## config.mk

```make
export PLATFORM = sky130hd
export DESIGN_NAME = pc_fetch_ctrl
export DESIGN_NICKNAME = d
export VERILOG_FILES = /design/src/rtl/mips_pkg.sv /design/src/rtl/next_pc_calc.sv /design/src/rtl/pc_fetch_ctrl.sv
export SDC_FILE = /design/constraint.sdc
export NUM_CORES = 1
export LEC_CHECK = 0
export ABC_AREA = 0
export BUFFER_PORTS_ARGS = -buffer_cell sky130_fd_sc_hd__buf_4
export CAP_MARGIN = 20
export CORE_AREA = 2 2 176 92
export CTS_BUF_LIST = sky130_fd_sc_hd__clkbuf_8
export DETAILED_ROUTE_END_ITERATION = 8
export DIE_AREA = 0 0 178 94
export GPL_TIMING_DRIVEN = 0
export PLACE_DENSITY_LB_ADDON = 0.15
export SYNTH_ARGS = -nofsm -noshare
export SYNTH_HDL_FRONTEND = slang
export SYNTH_SLANG_ARGS = --single-unit
```

## constraint.sdc

```tcl
create_clock -name clk -period 3.4 [get_ports clk]
set_input_delay 0.51 -clock clk [delete_from_list [all_inputs] [get_ports clk]]
set_output_delay 0.51 -clock clk [all_outputs]
set_load 0.01 [all_outputs]
```

## src/rtl/mips_pkg.sv

```systemverilog
// Shared types and constants for the MIPS instruction-fetch front end.
// Holds the fetch FSM encoding and the small helpers used by the PC datapath.
package mips_pkg;

  typedef enum logic [1:0] {
    S_IDLE = 2'd0,
    S_REQ  = 2'd1,
    S_EXEC = 2'd2
  } fetch_state_t;

  localparam logic [31:0] NOP_INSTR = 32'h0000_0000;
  localparam int          PC_INC    = 4;

endpackage

```

## src/rtl/next_pc_calc.sv

```systemverilog
// Next-PC selection: jump, taken branch-if-equal, or sequential.
// The result is always word aligned; all arithmetic wraps modulo 2^N.
module next_pc_calc #(
  parameter int N = 32
) (
  input  logic [N-1:0] pc_plus4,
  input  logic [N-1:0] ext_imm,
  input  logic         branch,
  input  logic         zero,
  input  logic         jump,
  input  logic [25:0]  jump_target,
  output logic [N-1:0] next_pc
);

  logic [N-1:0] jump_pc;
  logic [N-1:0] branch_pc;
  logic [N-1:0] sel_pc;

  // The word offset drops the two top immediate bits; shifting keeps the full
  // immediate referenced while producing {ext_imm[N-3:0], 2'b00}.
  assign jump_pc   = {pc_plus4[N-1:28], jump_target, 2'b00};
  assign branch_pc = pc_plus4 + (ext_imm << 2);

  always_comb begin
    if (jump) begin
      sel_pc = jump_pc;
    end else if (branch && zero) begin
      sel_pc = branch_pc;
    end else begin
      sel_pc = pc_plus4;
    end
  end

  assign next_pc = {sel_pc[N-1:2], 2'b00};

endmodule

```

## src/rtl/pc_fetch_ctrl.sv

```systemverilog
// Program counter and instruction-fetch controller: fetches over a req/ack
// handshake with a bounded wait, then holds the instruction for execute.
module pc_fetch_ctrl
  import mips_pkg::*;
#(
  parameter int           N        = 32,
  parameter logic [N-1:0] RESET_PC = '0,
  parameter int           TIMEOUT  = 15
) (
  input  logic         clk,
  input  logic         reset,
  input  logic [N-1:0] ext_imm,
  input  logic         branch,
  input  logic         zero,
  input  logic         jump,
  input  logic [25:0]  jump_target,
  input  logic         stall,
  output logic         imem_req,
  output logic [N-1:0] imem_addr,
  input  logic         imem_ack,
  input  logic [31:0]  imem_rdata,
  output logic [31:0]  instr,
  output logic         instr_valid,
  output logic [N-1:0] pc,
  output logic [N-1:0] pc_plus4,
  output logic         fetch_err
);

  localparam int           CW        = $clog2(TIMEOUT + 1);
  localparam logic [CW-1:0] WAIT_LAST = CW'(TIMEOUT - 1);

  fetch_state_t  state;
  fetch_state_t  state_next;
  logic [CW-1:0] wait_cnt;
  logic [N-1:0]  next_pc;
  logic          instr_load;
  logic          pc_load;
  logic          wait_expired;

  assign pc_plus4  = pc + N'(PC_INC);
  assign imem_addr = pc;

  next_pc_calc #(
    .N (N)
  ) u_next_pc (
    .pc_plus4    (pc_plus4),
    .ext_imm     (ext_imm),
    .branch      (branch),
    .zero        (zero),
    .jump        (jump),
    .jump_target (jump_target),
    .next_pc     (next_pc)
  );

  // NOTE: sequential state uses non-blocking assignments so every register
  // samples pre-edge values regardless of block ordering.
  always_ff @(posedge clk) begin
    if (reset) begin
      state <= S_IDLE;
    end else begin
      state <= state_next;
    end
  end

  // NOTE: every output of this block gets a default first, so no path can
  // leave a signal unassigned and infer a latch.
  always_comb begin
    state_next   = state;
    imem_req     = 1'b0;
    instr_valid  = 1'b0;
    instr_load   = 1'b0;
    pc_load      = 1'b0;
    wait_expired = 1'b0;
    unique case (state)
      S_IDLE: begin
        state_next = S_REQ;
      end
      S_REQ: begin
        imem_req = 1'b1;
        if (imem_ack) begin
          instr_load = 1'b1;
          state_next = S_EXEC;
        end else if (wait_cnt == WAIT_LAST) begin
          wait_expired = 1'b1;
        end
      end
      S_EXEC: begin
        instr_valid = 1'b1;
        if (!stall) begin
          pc_load    = 1'b1;
          state_next = S_REQ;
        end
      end
      default: begin
        state_next = S_IDLE;
      end
    endcase
  end

  // A timed-out request stays at the same pc; only the wait count restarts.
  always_ff @(posedge clk) begin
    if (reset) begin
      pc        <= RESET_PC;
      instr     <= NOP_INSTR;
      wait_cnt  <= '0;
      fetch_err <= 1'b0;
    end else begin
      if (pc_load) begin
        pc <= next_pc;
      end
      if (instr_load) begin
        instr <= imem_rdata;
      end
      if (instr_load || wait_expired) begin
        wait_cnt <= '0;
      end else if (imem_req) begin
        wait_cnt <= wait_cnt + 1'b1;
      end
      if (wait_expired) begin
        fetch_err <= 1'b1;
      end
    end
  end

endmodule

```

==> metrics.md <==
| Metric | Value |
|---|---|
| Reg2reg end | `imem_addr[31]` |
| Min Tclk post-route | `3.70 ns` |
| Critical-path cell list | `nand4_1 -> buf_6 -> or4_4 -> or2_4 -> nor2_4 -> xor2_4 -> ha_4 -> nand2_4 -> nor2_2 -> a211oi_2 -> o221ai_2 -> or3_1 -> o211a_1 -> nand2_2 -> a41oi_2 -> nand3_1` |
| Slowest CP cell | `or4_4` |
| Synth Cell Area | `0.00553 mm²` |
| CP max FO | `7` |
| Vias in the first global route | `5898` |
| Die Width | `178 µm` |
| Yosys top cell by area | `dfxtp_1` |
| Critical path launch point | `imem_addr[5]` |
| Launching point of the worst reg2reg path | `imem_addr[5]` |
| Yosys cell types | `67` |
| CP top delay family | `simple AND/OR/NAND/NOR gates` |
| Vias per inst | `5.40` |
| Max H-tree Level | `3` |
| Number of synthesized flops with an enable pin | `0` |
| Most area-consuming cells after synthesis | `dfxtp_1 (25%), nand2_1 (9.1%), ha_1 (8.6%)` |
| Final WS setup | `-0.305 ns` |
| Slew HR | `0.473` |
| Failing checks | `negative setup slack` |
| Nets | `1176` |
| Commonest cells after routing, fill and taps aside | `buf_4 (305), nand2_1 (130), a21oi_1 (80)` |
| Top FF cell, synth | `dfxtp_1` |
| DR pass1 iterations | `5` |
| Share of cells above drive strength 1 | `0.431` |
| Top-area cell type share of the netlist area | `0.250` |
| Port-buffer cells | `219` |
| Clock sinks | `69` |
| Antenna violations before repair | `0` |
| R2R Setup Slk | `-0.30 ns` |
| Clock buffer depth | `2` |
| Stages on the worst setup path | `16` |
| Most common cell after layout, fill and taps aside | `buf_4` |
| Synth Area in Compound Gates | `0.241` |
| Wire per inst | `18.9 µm` |
| CP arrival | `4.01 ns` |
| Critical Path End | `imem_addr[31]` |
| Total GRT Usage | `0.278` |
| CTS Buf Count | `9` |
| Root Driver | `clkbuf_8` |
| Core area | `0.0151 mm²` |
| CP Launch Type | `register` |
| Worst slew pin tran | `0.791 ns` |
| Worst IR drop on VDD | `179 µV` |
| DRT antenna net count | `0` |
| First-pass GRT wire length | `35000 µm` |
| Fin. Hold Viols | `0` |
| Final setup fails | `13` |
| Pwr dens | `258 mW/mm²` |
| Placer Congestion | `0.968` |
| Worst Reg-to-Reg Cells | `16` |
| Synth Area in Adders | `0.0896` |
| Mux cell area share after synthesis | `0.00928` |
| P&R area growth vs syn | `60.6%` |
| Synthesis Warnings | `0` |
| CTS tree | `yes` |
| Post-synth ARST share | `0` |
| Via count | `6750` |
| Final period util | `1.09` |
| 1st-iter DRT viols | `680` |
| Mean area per synthesized cell | `7.32 µm²` |
| Mapped Cells | `756` |
| Drt drc | `0` |
| CP bufs+invs | `1` |
| Worst Path Required | `3.71 ns` |
| Initial Utilization | `0.366` |
| Final Skew | `0.00741 ns` |
| Clock transition at path regs | `0.09 ns` |
| Slew Viols, Final | `0` |
| Max_cap viols | `0` |
| Chip Height | `94 µm` |
| Combinational family with the most area after synthesis | `simple AND/OR/NAND/NOR gates` |
| Hold-fix buffers at CTS | `0` |
| Total grt overflow | `0` |
| Hold WC Path Type | `primary input to register` |
| Highest clock rate | `270 MHz` |
| CP Capture Type | `register` |
| Ant diodes | `0` |
| Max incr delay on CP | `0.51 ns` |
| Setup CP Type | `register to register` |
| FF+latch count, synth | `69` |
| Status | `finished, violations left` |
| Clock Latency Late Sink | `0.37 ns` |
| Sequential area share after synthesis | `0.250` |
| Filler Cell Count | `1415` |
| Synth Area in XOR/XNOR | `0.0771` |
| Synth Area in Simple Gates | `0.248` |
| Fin util | `0.588` |
| Setup TNS | `-1.83 ns` |
| Full die area | `0.0167 mm²` |
| WL final | `23600 µm` |
| Leak | `3.88 nW` |
| RSZ-0062 raised after global routing | `true` |
| FP Rows | `32` |
| Largest net degree at the start of global routing | `15` |
| # IOs | `228` |
| Post-DP HPWL | `17700 µm` |
[layout make-up]
class	instances	area, µm²	area share
buffer	71	407	0.0458
clock buffer	9	124	0.0139
clock inverter	7	105	0.0118
inverter	11	41.3	0.00465
multi-input combinational	606	4450	0.502
sequential	69	1430	0.161
tap	204	255	0.0287
timing repair buffer	272	2060	0.232
[sequential cells by signal (all words and copies together) (netlist names)]
name,flops
fetch_err,1
imem_addr,30
instr,32
wait_cnt,4
state,2
[worst reg2reg max path, delay by kind of cell, from the launching register on]
family / cells / cell delay (ns)
AO/OA/AOI/OAI: 4 / 0.75
XOR/XNOR: 1 / 0.27
adder cells (fa/ha/maj): 1 / 0.27
buffers and inverters: 1 / 0.15
flip-flops: 1 / 0.37
AND/OR/NAND/NOR: 9 / 1.84
[cell usage after synthesis, drive strengths merged (12+ instances only)]
library cell / instances
nand2: 134
a21oi: 92
dfxtp: 69
nor2: 60
buf: 40
ha: 38
clkbuf: 35
o21ai: 34
o211ai: 26
xnor2: 26
nand3: 22
xor2: 21
nor3: 16
nand4: 12
[routing by layer]
| layer | wire length [µm] | track usage | up-vias |
|---|---|---|---|
| li1 | - | - | 3225 |
| met1 | 12000 | 0.448 | 3190 |
| met2 | 8900 | 0.355 | 322 |
| met3 | 2610 | 0.0817 | 13 |
| met4 | 127 | 0.0314 | 0 |
| met5 | 0 | 0 | - |
[power breakdown]
group | leakage, nW | internal, mW | switching, mW
Sequential | 0.572 | 0.830 | 0.0295
Clock | 0.113 | 0.426 | 0.395
Combinational | 3.19 | 0.286 | 0.322
[worst min-delay path by stage]
stage                         from           to  slack (ns)  depth (start not counted)
floorplan              wait_cnt[3]  wait_cnt[3]        0.47                          2
global placement         instr[20]    instr[20]        0.44                          2
detailed placement        instr[9]     instr[9]        0.45                          2
CTS                 imem_rdata[10]    instr[10]        0.38                          3
global route        imem_rdata[17]    instr[17]        0.37                          3
finish              imem_rdata[10]    instr[10]        0.38                          3
[logic make-up after synthesis]
logic type,after synthesis
and+or+nand+nor,295
AOI/OAI and AO/OA,214
buffers and inverters,86
DFF,69
xor gates and xnor gates,47
adders and majority gates,39
muxes,5
other,1
[per-stage QoR]
step | cell area [µm²] | power (mW) | setup slack, ns | instances | hold WS, ns
floorplan | 5650 | 1.15 | -0.00664 | 761 | 0.471
detailed placement | 7550 | 1.40 | -0.779 | 1184 | 0.448
global route | 8880 | 2.38 | -0.464 | 1249 | 0.374
CTS | 8540 | 2.25 | -0.218 | 1230 | 0.376
global placement | 7550 | 1.40 | -0.811 | 1184 | 0.444
finish | 8880 | 2.29 | -0.305 | 1249 | 0.379
[timing repair]
item                       in CTS  in global routing
pin swaps                      41                 32
buffers inserted               33                 20
gates resized for setup        97                 49
setup endpoints to repair      19                 18
Note: power is estimated with default switching activity, not from simulation.
